[config.mk]
export PLATFORM = sky130hd
export DESIGN_NAME = gray_to_bgr
export DESIGN_NICKNAME = d
export VERILOG_FILES = /design/src/rtl/bmp_pkg.sv /design/src/rtl/bmp_raster_counter.sv /design/src/rtl/gray_to_bgr.sv
export SDC_FILE = /design/constraint.sdc
export NUM_CORES = 1
export LEC_CHECK = 0
export BUFFER_PORTS_ARGS = -buffer_cell sky130_fd_sc_hd__buf_4
export CAP_MARGIN = 5
export CORE_UTILIZATION = 58
export CTS_CLUSTER_DIAMETER = 60
export DETAILED_ROUTE_END_ITERATION = 10
export PLACE_DENSITY = 0.88
export REMOVE_ABC_BUFFERS = 1
export SLEW_MARGIN = 20
export SYNTH_ARGS = -nofsm -noshare
export SYNTH_HDL_FRONTEND = slang
export SYNTH_SLANG_ARGS = --single-unit
[constraint.sdc]
create_clock -name clk -period 3.3 [get_ports clk]
set_input_delay 0.165 -clock clk [delete_from_list [all_inputs] [get_ports clk]]
set_output_delay 0.165 -clock clk [all_outputs]
set_load 0.01 [all_outputs]
[src/rtl/bmp_pkg.sv]
// Shared definitions for the BMP image pipeline blocks (gray<->BGR converters).
package bmp_pkg;

  typedef enum logic [2:0] {
    S_IDLE,
    S_HDR_RD,
    S_HDR_WR,
    S_PIX_RD,
    S_PIX_WR,
    S_PAD_WR,
    S_DONE
  } bmp_state_t;

  localparam int HEADER_SIZE_DEF = 54;
  localparam int CHANNELS        = 3;

  // Zero bytes needed to bring a 24-bit row up to a 4-byte boundary.
  function automatic int row_pad(input int width);
    return (4 - ((CHANNELS * width) % 4)) % 4;
  endfunction

endpackage

[src/rtl/bmp_raster_counter.sv]
// Channel / column / pad / row counters walking the output raster of a 24-bit BMP.
module bmp_raster_counter
  import bmp_pkg::*;
#(
  parameter int WIDTH  = 2,
  parameter int HEIGHT = 2
) (
  input  logic clk,
  input  logic rst,
  input  logic clr,
  input  logic ch_adv,
  input  logic pad_adv,
  output logic col_last,
  output logic row_last,
  output logic ch_last,
  output logic pad_last
);

  localparam int PAD = row_pad(WIDTH);
  localparam int CW  = (WIDTH  > 1) ? $clog2(WIDTH)  : 1;
  localparam int RW  = (HEIGHT > 1) ? $clog2(HEIGHT) : 1;

  logic [CW-1:0] col;
  logic [RW-1:0] row;
  logic [1:0]    ch;
  logic [1:0]    pad;
  logic          pix_done;
  logic          row_end;

  assign ch_last  = (ch  == 2'(CHANNELS - 1));
  assign col_last = (col == CW'(WIDTH - 1));
  assign row_last = (row == RW'(HEIGHT - 1));
  assign pad_last = (PAD == 0) || (pad == 2'(PAD - 1));

  // A row ends on the last channel of the last pixel when there is no pad,
  // otherwise on the last pad byte.
  assign pix_done = ch_adv && ch_last;
  assign row_end  = (pix_done && col_last && (PAD == 0)) || (pad_adv && pad_last);

  always_ff @(posedge clk or posedge rst) begin
    if (rst) begin
      ch  <= '0;
      col <= '0;
      pad <= '0;
      row <= '0;
    end else if (clr) begin
      ch  <= '0;
      col <= '0;
      pad <= '0;
      row <= '0;
    end else begin
      if (ch_adv)   ch  <= ch_last  ? '0 : ch  + 2'(1);
      if (pix_done) col <= col_last ? '0 : col + CW'(1);
      if (pad_adv)  pad <= pad_last ? '0 : pad + 2'(1);
      if (row_end)  row <= row_last ? '0 : row + RW'(1);
    end
  end

endmodule

[src/rtl/gray_to_bgr.sv]
// Expands an 8-bit gray BMP plane from ROM into a padded 24-bit BGR BMP in RAM.
module gray_to_bgr
  import bmp_pkg::*;
#(
  parameter int WIDTH       = 2,
  parameter int HEIGHT      = 2,
  parameter int HEADER_SIZE = HEADER_SIZE_DEF,
  parameter int ADDR_WIDTH  = 16,
  parameter int BYTE_WIDTH  = 8
) (
  input  logic                  clk,
  input  logic                  rst,
  input  logic                  in_valid,
  input  logic [BYTE_WIDTH-1:0] ROM_Q,
  output logic                  ROM_valid,
  output logic [ADDR_WIDTH-1:0] ROM_addr,
  output logic                  RAM_valid,
  output logic [BYTE_WIDTH-1:0] RAM_D,
  output logic [ADDR_WIDTH-1:0] RAM_addr,
  output logic                  done
);

  localparam int     PAD       = row_pad(WIDTH);
  localparam longint RAM_FINAL = longint'(HEADER_SIZE) +
                                 longint'(HEIGHT) * longint'(CHANNELS * WIDTH + PAD);

  if ((RAM_FINAL >= (longint'(1) << ADDR_WIDTH)) || (HEADER_SIZE < 1)) begin : g_addr_check
    $error("gray_to_bgr: ADDR_WIDTH too small for the output image or HEADER_SIZE < 1");
  end

  bmp_state_t            state;
  bmp_state_t            state_nx;
  logic [BYTE_WIDTH-1:0] byte_q;
  logic                  start;
  logic                  hdr_last;
  logic                  ch_adv;
  logic                  pad_adv;
  logic                  col_last;
  logic                  row_last;
  logic                  ch_last;
  logic                  pad_last;

  assign start    = (state == S_IDLE) && in_valid;
  // RAM_addr counts header bytes during the header phase since it starts at 0.
  assign hdr_last = (RAM_addr == ADDR_WIDTH'(HEADER_SIZE - 1));

  bmp_raster_counter #(
    .WIDTH  (WIDTH),
    .HEIGHT (HEIGHT)
  ) u_raster (
    .clk      (clk),
    .rst      (rst),
    .clr      (start),
    .ch_adv   (ch_adv),
    .pad_adv  (pad_adv),
    .col_last (col_last),
    .row_last (row_last),
    .ch_last  (ch_last),
    .pad_last (pad_last)
  );

  always_ff @(posedge clk or posedge rst) begin
    if (rst) state <= S_IDLE;
    else     state <= state_nx;
  end

  always_comb begin
    state_nx = state;
    case (state)
      S_IDLE:   if (in_valid) state_nx = S_HDR_RD;
      S_HDR_RD: state_nx = S_HDR_WR;
      S_HDR_WR: state_nx = hdr_last ? S_PIX_RD : S_HDR_RD;
      S_PIX_RD: state_nx = S_PIX_WR;
      S_PIX_WR: begin
        if (ch_last) begin
          if (!col_last)     state_nx = S_PIX_RD;
          else if (PAD > 0)  state_nx = S_PAD_WR;
          else if (row_last) state_nx = S_DONE;
          else               state_nx = S_PIX_RD;
        end
      end
      S_PAD_WR: if (pad_last) state_nx = row_last ? S_DONE : S_PIX_RD;
      S_DONE:   state_nx = S_IDLE;
      default:  state_nx = S_IDLE;
    endcase
  end

  always_comb begin
    ROM_valid = 1'b0;
    RAM_valid = 1'b0;
    RAM_D     = '0;
    done      = 1'b0;
    ch_adv    = 1'b0;
    pad_adv   = 1'b0;
    case (state)
      S_HDR_RD: ROM_valid = 1'b1;
      S_HDR_WR: begin
        RAM_valid = 1'b1;
        RAM_D     = byte_q;
      end
      S_PIX_RD: ROM_valid = 1'b1;
      S_PIX_WR: begin
        RAM_valid = 1'b1;
        RAM_D     = byte_q;
        ch_adv    = 1'b1;
      end
      S_PAD_WR: begin
        RAM_valid = 1'b1;
        pad_adv   = 1'b1;
      end
      S_DONE:   done = 1'b1;
      default:  ;
    endcase
  end

  always_ff @(posedge clk or posedge rst) begin
    if (rst) begin
      ROM_addr <= '0;
      RAM_addr <= '0;
      byte_q   <= '0;
    end else begin
      if (start) begin
        ROM_addr <= '0;
        RAM_addr <= '0;
      end else begin
        if (ROM_valid) ROM_addr <= ROM_addr + ADDR_WIDTH'(1);
        if (RAM_valid) RAM_addr <= RAM_addr + ADDR_WIDTH'(1);
      end
      if (ROM_valid) byte_q <= ROM_Q;
    end
  end

endmodule

==> After elaboration in Yosys (flattened, before gate mapping) <==
Index checks and enable logic that the tools add are counted.
{ "classes": {"magnitude_cmp": 0, "n_addsub": 6, "mul": 0, "div_mod_pow": 0, "muxes": 29, "shifts": 0, "bitwise_logic": 0, "n_eq_ne": 12, "reduce_logical": 14} }
{ "ops": {"columns": ["cell", "count"], "rows": [
  ["16-bit 2-to-1 mux", 4],
  ["16-bit by 1-bit adder with 16-bit output, second input constant", 2],
  ["3-bit case mux with 6 select lines", 1],
  ["16-bit by 6-bit equality test with 1-bit output, second input constant", 1],
  ["3-bit 2-to-1 mux", 5],
  ["2-bit 2-to-1 mux", 7],
  ["2-bit nonzero test", 6],
  ["1-bit 2-to-1 mux", 11],
  ["3-bit equality test, second input constant", 3],
  ["8-bit 2-to-1 mux", 1],
  ["3-bit by 2-bit equality test with 1-bit output, second input constant", 2],
  ["2-bit by 1-bit adder with 2-bit output, second input constant", 2],
  ["2-bit by 1-bit != test with 1-bit output, second input constant", 2],
  ["2-bit OR reduction", 2],
  ["3-bit by 1-bit equality test with 1-bit output, second input constant", 1],
  ["1-bit logical AND", 3],
  ["3-bit zero test", 1],
  ["3-bit AND reduction", 1],
  ["3-bit OR reduction", 1],
  ["1-bit adder, second input constant", 2],
  ["2-bit by 1-bit equality test with 1-bit output, second input constant", 1],
  ["2-bit equality test, second input constant", 1],
  ["2-bit != test, second input constant", 1]
]} }
{ "totals": {"regBits": 49, "elab_cells": 69, "latch_bits": 0, "ram_bits": 0, "n_memories": 0, "output_inout_bits": 43, "in_bits": 11, "mem_bits_ro": 0} }

==> Depth between registers and ports, before layout <==
Gate-level depths: netlist (run 1).
{ "depth": {"ltp_word": 5, "depth_mapped": 6, "mapped_depth_nobuf": 5} }

==> Cells and area by module <==
A second synthesis (run 1) with hierarchy kept.
{ "unflattened": {"hier_cells": 267, "hier_area_um2": 2549.9} }
{ "by_module_without_submodules": {"columns": ["mod", "instances", "seq_area_each_um2", "cells_per_inst", "area_each_um2"], "rows": [
  ["gray_to_bgr", 1, 1076.0, 240, 2263.4],
  ["bmp_raster_counter", 1, 150.1, 27, 286.5]
]} }

==> Worst setup path before layout (run 1) <==
No wires, ideal clock.
{ "synth_timing": {"kind": "register to register", "from": "register state[2]", "to": "register ROM_addr[13]", "setup_slack_ns": 1.583, "stages_incl_launch_ff": 6, "t_arrival_ns": 1.597, "period_less_slack_ns": 1.717, "path_buffers": 1, "cell_sequence": "dfrtp_1 > buf_2 > or4b_2 > nand2_1 > a21oi_1 > a31o_2"} }
{ "synth_between": {"elab_chain_len": 4, "elab_cells_between_ends": 8, "classes_between": "eq/ne: 2; mux: 2; reduce/logical: 4"} }
{ "synth_lines": {"columns": ["element", "line", "rtl"], "rows": [
  ["start: declaration", "gray_to_bgr.sv:31", "bmp_state_t state;"],
  ["start signal: assignment", "gray_to_bgr.sv:64", "else state <= state_nx;"],
  ["3-bit by 2-bit equality test with 1-bit output or 3-bit by 1-bit equality test with 1-bit output (tied branches)", "gray_to_bgr.sv:95", "case (state)"],
  ["2-bit OR reduction (no source line)", null, null],
  ["1-bit 2-to-1 mux", "gray_to_bgr.sv:95", null],
  ["2-bit nonzero test (no source line)", null, null],
  ["end signal: assignment", "gray_to_bgr.sv:126", "if (ROM_valid) ROM_addr <= ROM_addr + ADDR_WIDTH'(1);"],
  ["end: declaration", "gray_to_bgr.sv:16", "output logic [ADDR_WIDTH-1:0] ROM_addr,"]
]} }
Parallel ways exist; a longest one is shown, timed or not.
A chain may end at the register's enable or synchronous reset.

==> Worst setup path after layout (run 1) <==
{ "layout_timing": {"from": "register state[2]", "to": "register RAM_addr[12]"} }
{ "layout_between": {"elab_chain_len": 4, "elab_cells_between_ends": 9, "classes_between": "eq/ne: 3; mux: 2; reduce/logical: 4"} }
{ "layout_lines": {"columns": ["element", "line", "rtl"], "rows": [
  ["3-bit equality test or 3-bit by 2-bit equality test with 1-bit output (tied branches)", "gray_to_bgr.sv:95", null],
  ["3-bit OR reduction (no source line)", null, null],
  ["1-bit 2-to-1 mux", "gray_to_bgr.sv:95", null],
  ["2-bit nonzero test (no source line)", null, null],
  ["end signal: assignment", "gray_to_bgr.sv:127", "if (RAM_valid) RAM_addr <= RAM_addr + ADDR_WIDTH'(1);"],
  ["end: declaration", "gray_to_bgr.sv:19", "output logic [ADDR_WIDTH-1:0] RAM_addr,"]
]} }
Parallel ways exist; a longest one is shown, timed or not.

==> results.yml, run 1 <==
outcome:
  status: "finished, violations left"
  violations: "hold timing"
sta:
  skew_ps: 6.149
  setup_tns_ps: 0
  maxSlewHeadroom_pct: 44.56
  max_freq_mhz: 430.3
  tightest_slew_ps: 830.7
  finalCriticalPeriod_ps: 2324
  finalSetupViolations: 0
  setup_slack_ps: 976.0
  hold_viol: 1
  hold_slack_ps: -1.908
  maxSlewViolCount: 0
  fin_crit_sh_pct: 70.42
  rsz0062_at_grt: "no"
clocking:
  holdBufCountCts: 0
  htree_levels: 2
  clkTransAtPathRegs_ps: 90
  clock_latency_ps: 310
  cts_made_buffers: 5
  cts_root_buffer: "clkbuf_8"
  cts_resized: 0
  post_cts_buffers: 0
  cts_tree: "yes"
  cts.sinks: 49
  clockBufferDepth: 2
synth:
  ys_ff_latch: 49
  synth_ff_type: "dfrtp_1"
  synth.largest_area_cell: "dfrtp_1"
  syn-cell-area_sq_um: 2572
  synth_edf_count: 0
  ys_top_cells_by_area: "dfrtp_1 48%, mux2_2 3.9%, o21ai_0 3.5%"
  synth.avg_cell_area_sq_um: 9.781
  synth_top_area_share_pct: 47.67
  synth-async-reset-ratio_pct: 100.0
  synthCells: 263
  ys_warn_count: 0
  yosysSeqAreaShare_pct: 47.67
  synth_cell_type_count: 44
routing:
  drt-total-wl_um: 5787
  viasPerCell: 5.874
  drt_iter0_drc: 206
  wl_met2_um: 2765
  num_vias: 2144
  drcViolationCount: 0
  post_drt_wl_per_cell_um: 15.85
  dr_wl_met3_um: 329
  highest_layer: "met4"
  drt.antenna.violating_nets: 0
  drt_first_pass_iters: 4
  drt-met1-wl_um: 2587
placement:
  hpwl_um: 4006
  placedCellCount: 358
  port_buffers: 53
  post_dp_cell_area_sq_um: 3013
  place_ws_ps: 1037
  place_congestion: 0.7806
global_route:
  antenna_found_initial: 0
  grt_usage_pct: 27.36
  grt_max_degree: 50
  grt_overflow_total: 0
  grt_first_pass_wirelength_um: 9321
  first_global_vias: 2009
critical_path:
  cp-start-kind: "register"
  cp.arrival_ps: 2560
  crit_type: "register to register"
  worst-path-max-fanout: 22
  cp.required_ps: 3540
  cp-end-kind: "register"
power_and_ir_drop:
  p_sw_uw: 707.6
  ir_drop_mv: 0.4449
  p_total_mw: 1.910
  swShare_pct: 37.04
  powerDensity_nw_per_um2: 616.2
  p_leak_nw: 1.452
  combPwrFrac_pct: 35.3
  p_int_mw: 1.203
  clock_power_share_pct: 18.9
  seqPwrFrac_pct: 45.7
die:
  rows: 23
  dieArea_sq_um: 4705
  die_x_um: 68.60
  die_height_um: 68.60
  io_pins: 54
  core_sq_um: 4115
  initial_core_util_pct: 62.51
final_layout:
  final_cells: 365
  final_cell_mix: "56 x buf_4, 49 x dfrtp_1, 23 x nand2_1, 23 x nor2_1, 18 x o21ai_0"
  antenna_cells: 0
  layout_commonest_cell: "buf_4"
  postLayoutCellArea_sq_um: 3100
  drive_above_1_share_pct: 25.08
  post-route-util_pct: 75.34
  fin_nets: 329
  area_growth_pct: 20.53
job:
  maxCapViolCount: 0
worst_hold_path:
  hold_class: "input pin to asynchronous set/reset pin"
## layout make-up
class | count | area [sq um]
multi-input combinational | 196 | 1277
tap | 50 | 62.56
inverter | 7 | 27.53
clock buffer | 7 | 86.33
sequential | 49 | 1226
fill | 309 | 1015
timing repair buffer | 56 | 420.4
## routing by layer
layer | vias to the layer above | GRT usage [%]
li1 | 1036 | -
met1 | 1018 | 35.86
met2 | 81 | 44.00
met3 | 9 | 7.072
met4 | 0 | 8.854
met5 | - | 0
## state kept, by name, indices dropped and copies added (netlist names)
register / cells
RAM_addr: 16
ROM_addr: 16
byte_q: 8
state: 3
u_raster.ch: 2
u_raster.col_last: 1
u_raster.pad: 2
u_raster.row_last: 1
## kinds of logic (layout without fill, tap and decap cells)
| kind of cell | Yosys count | after routing | share of synthesized area, % |
|---|---|---|---|
| AOI/OAI and AO/OA | 51 | 51 | 12.21 |
| xor gates and xnor gates | 17 | 17 | 5.788 |
| adders and majority gates | 3 | 3 | 1.459 |
| buffers and inverters | 18 | 70 | 2.870 |
| DFF | 49 | 49 | 47.67 |
| muxes | 14 | 14 | 5.885 |
| and+or+nand+nor | 111 | 111 | 24.12 |
## power by group through the flow
stage	registers [mW]	logic (mW)	clock network [mW]
finish	0.874	0.675	0.361
floorplan	0.852	0.413	0
CTS	0.871	0.679	0.368
global placement	0.872	0.638	0
detailed placement	0.880	0.667	0
global route	0.898	0.742	0.389
## worst max-delay path, cell delays in order, from the launching register on
cell	delay (ps)
dfrtp_1	730
nor2b_1	630
o2111ai_1	330
or3_1	410
a21oi_1	150
## cells in the mapped netlist (6+ instances only)
library cell,count
o21ai_0,18
nand2_1,23
or3_1,11
xor2_1,8
nor2_1,23
and2_1,9
a21oi_1,15
mux2_2,9
clkbuf_1,6
nand3_1,7
dfrtp_1,49
inv_1,7
xnor2_1,9
## final timing paths
path,end,start,slack (ps),cells after the start
max reg2reg,RAM_addr[12]$_DFFE_PP0P_,state[2]$_DFFE_PP0P_,980,4
min,ROM_addr[6]$_DFFE_PP0P_,rst,-2,2
min in group clk,byte_q[4]$_DFFE_PP0P_,ROM_Q[4],80,2
min reg2reg,byte_q[1]$_DFFE_PP0P_,byte_q[1]$_DFFE_PP0P_,500,1
max,RAM_addr[12]$_DFFE_PP0P_,state[2]$_DFFE_PP0P_,980,4
max in group asynchronous,ROM_addr[7]$_DFFE_PP0P_,rst,2810,2
Note: power is estimated with default switching activity, not from simulation.
==> inputs of run 2 (changes only) <==
--- a/config.mk
+++ b/config.mk
@@ -7,10 +7,10 @@
 export LEC_CHECK = 0
 export BUFFER_PORTS_ARGS = -buffer_cell sky130_fd_sc_hd__buf_4
 export CAP_MARGIN = 5
-export CORE_UTILIZATION = 58
+export CORE_UTILIZATION = 49
 export CTS_CLUSTER_DIAMETER = 60
 export DETAILED_ROUTE_END_ITERATION = 10
-export PLACE_DENSITY = 0.88
+export PLACE_DENSITY = 0.8
 export REMOVE_ABC_BUFFERS = 1
 export SLEW_MARGIN = 20
 export SYNTH_ARGS = -nofsm -noshare
==> constraint.sdc (replaced) <==
create_clock -name clk -period 2 [get_ports clk]
set_input_delay 0.1 -clock clk [delete_from_list [all_inputs] [get_ports clk]]
set_output_delay 0.1 -clock clk [all_outputs]
set_load 0.01 [all_outputs]
==> results.yml, run 2 (synthesis results as in run 1) <==
outcome:
  status: "finished clean"
critical_path:
  critPathMaxStageDelay_ps: 390
  crit_type: "register to register"
  slowest_stage: "or3_1"
  crit_family: "simple AND/OR/NAND/NOR gates"
  worst-path-max-fanout: 11
  cp.required_ps: 2230
  cp-end-kind: "register"
  worstPathCellList: "buf_4 -> nor2b_1 -> o2111ai_1 -> or3_1 -> a21oi_1"
  cp_num_buf_inv: 1
  cp-start-kind: "register"
  cp.arrival_ps: 2020
  r2r_setup_slack_ps: 210
sta:
  fin_crit_sh_pct: 89.56
  setup_tns_ps: 0
  hold_viol: 0
  maxSlewViolCount: 0
  finalCriticalPeriod_ps: 1791
  max_freq_mhz: 558.3
  skew_ps: 1.495
  tightest_slew_ps: 609.6
  maxSlewHeadroom_pct: 59.36
  rsz0062_at_grt: "no"
  setup_slack_ps: 208.7
  finalSetupViolations: 0
  hold_slack_ps: 27.12
routing:
  viasPerCell: 5.495
  drt_first_pass_iters: 4
  drt_iter0_drc: 57
  num_vias: 2187
  drt.antenna.violating_nets: 0
  drt-total-wl_um: 5579
  post_drt_wl_per_cell_um: 14.02
  drcViolationCount: 0
global_route:
  grt_usage_pct: 21.60
  grt_max_degree: 50
  antenna_found_initial: 0
  first_global_vias: 2056
  grt_overflow_total: 0
  grt_first_pass_wirelength_um: 9218
job:
  maxCapViolCount: 0
die:
  die_x_um: 74.46
  core_sq_um: 5075
  rows: 26
  die_height_um: 74.46
  dieArea_sq_um: 5544
  initial_core_util_pct: 50.69
  io_pins: 54
power_and_ir_drop:
  p_sw_mw: 1.156
  p_int_mw: 2.189
  seqPwrFrac_pct: 40.5
  combPwrFrac_pct: 37.7
  swShare_pct: 34.56
  clock_power_share_pct: 21.8
  ir_drop_mv: 0.5133
  p_leak_nw: 1.529
  powerDensity_nw_per_um2: 1029
placement:
  place_ws_ps: 239.7
  place_congestion: 0.7849
  port_buffers: 53
  hpwl_um: 3976
  post_dp_cell_area_sq_um: 3120
final_layout:
  reg_top3: "RAM_addr: 16 flops, ROM_addr: 16 flops, byte_q: 8 flops"
  drive_above_1_share_pct: 28.05
  antenna_cells: 0
  final_cell_mix: "67 x buf_4, 49 x dfrtp_1, 23 x nand2_1, 23 x nor2_1, 18 x o21ai_0"
  post-route-util_pct: 64.05
  postLayoutCellArea_sq_um: 3251
  area_growth_pct: 26.36
  fin_nets: 341
  layout_commonest_cell: "buf_4"
  fillers: 450
clocking:
  cts.sinks: 49
  cts_made_buffers: 5
  clkTransAtPathRegs_ps: 90
  cts_root_buffer: "clkbuf_8"
  clock_latency_ps: 300
  htree_levels: 2
  clockBufferDepth: 2
  cts_tree: "yes"
worst_hold_path:
  hold_class: "input pin to register"
run 2: layer usage:
| metal | GRT usage [%] | part of all wire (%) | vias up |
|---|---|---|---|
| li1 | - | - | 1063 |
| met3 | 4.743 | 3.9 | 5 |
| met5 | 0 | 0 | - |
| met1 | 28.23 | 44 | 1065 |
| met4 | 7.128 | 0.91 | 0 |
| met2 | 35.64 | 51 | 54 |
run 2: worst paths after layout:
check	from	end	depth (start not counted)
min in group asynchronous	rst	byte_q[1]$_DFFE_PP0P_	4
min	ROM_Q[2]	byte_q[2]$_DFFE_PP0P_	2
max in group asynchronous	rst	RAM_addr[3]$_DFFE_PP0P_	4
min reg2reg	byte_q[5]$_DFFE_PP0P_	byte_q[5]$_DFFE_PP0P_	1
max reg2reg	state[2]$_DFFE_PP0P_	RAM_addr[13]$_DFFE_PP0P_	5
max	state[2]$_DFFE_PP0P_	RAM_addr[13]$_DFFE_PP0P_	5
run 2: what timing repair did:
| action | CTS | global route |
|---|---|---|
| resized for setup | 0 | 1 |
| hold buffers | 1 | 0 |
| hold endpoints to repair | 49 | 0 |
| setup buffers | 0 | 0 |
| setup endpoints to repair | 0 | 8 |
run 2: worst reg2reg max path, cell delays in order, from the launching register on:
cell	delay [ps]
dfrtp_1	370
buf_4	170
nor2b_1	340
o2111ai_1	300
or3_1	390
a21oi_1	150
run 2: area by class of cell:
type	count	area [sq um]	area share, %
clock buffers	7	86.33	2.656
well taps	70	87.58	2.694
flip-flops and latches	49	1226	37.72
multi-input cells	196	1281	39.41
repair buffers	68	513.0	15.78
clock inverters	1	30.03	0.9238
inverters	7	26.28	0.8083
run 2: metrics by stage:
stage,instances,power (mW)
after floorplan,252,2.087
after global placement,389,2.586
after detailed placement,389,2.635
after CTS,398,3.372
after global routing,398,3.577
final,398,3.346
run 2: power groups by stage:
stage / Sequential (mW) / Combinational, mW / Clock (mW)
detailed placement: 1.37 / 1.26 / 0
floorplan: 1.41 / 0.681 / 0
finish: 1.35 / 1.26 / 0.729
global placement: 1.36 / 1.23 / 0
global route: 1.39 / 1.41 / 0.783
CTS: 1.35 / 1.27 / 0.750
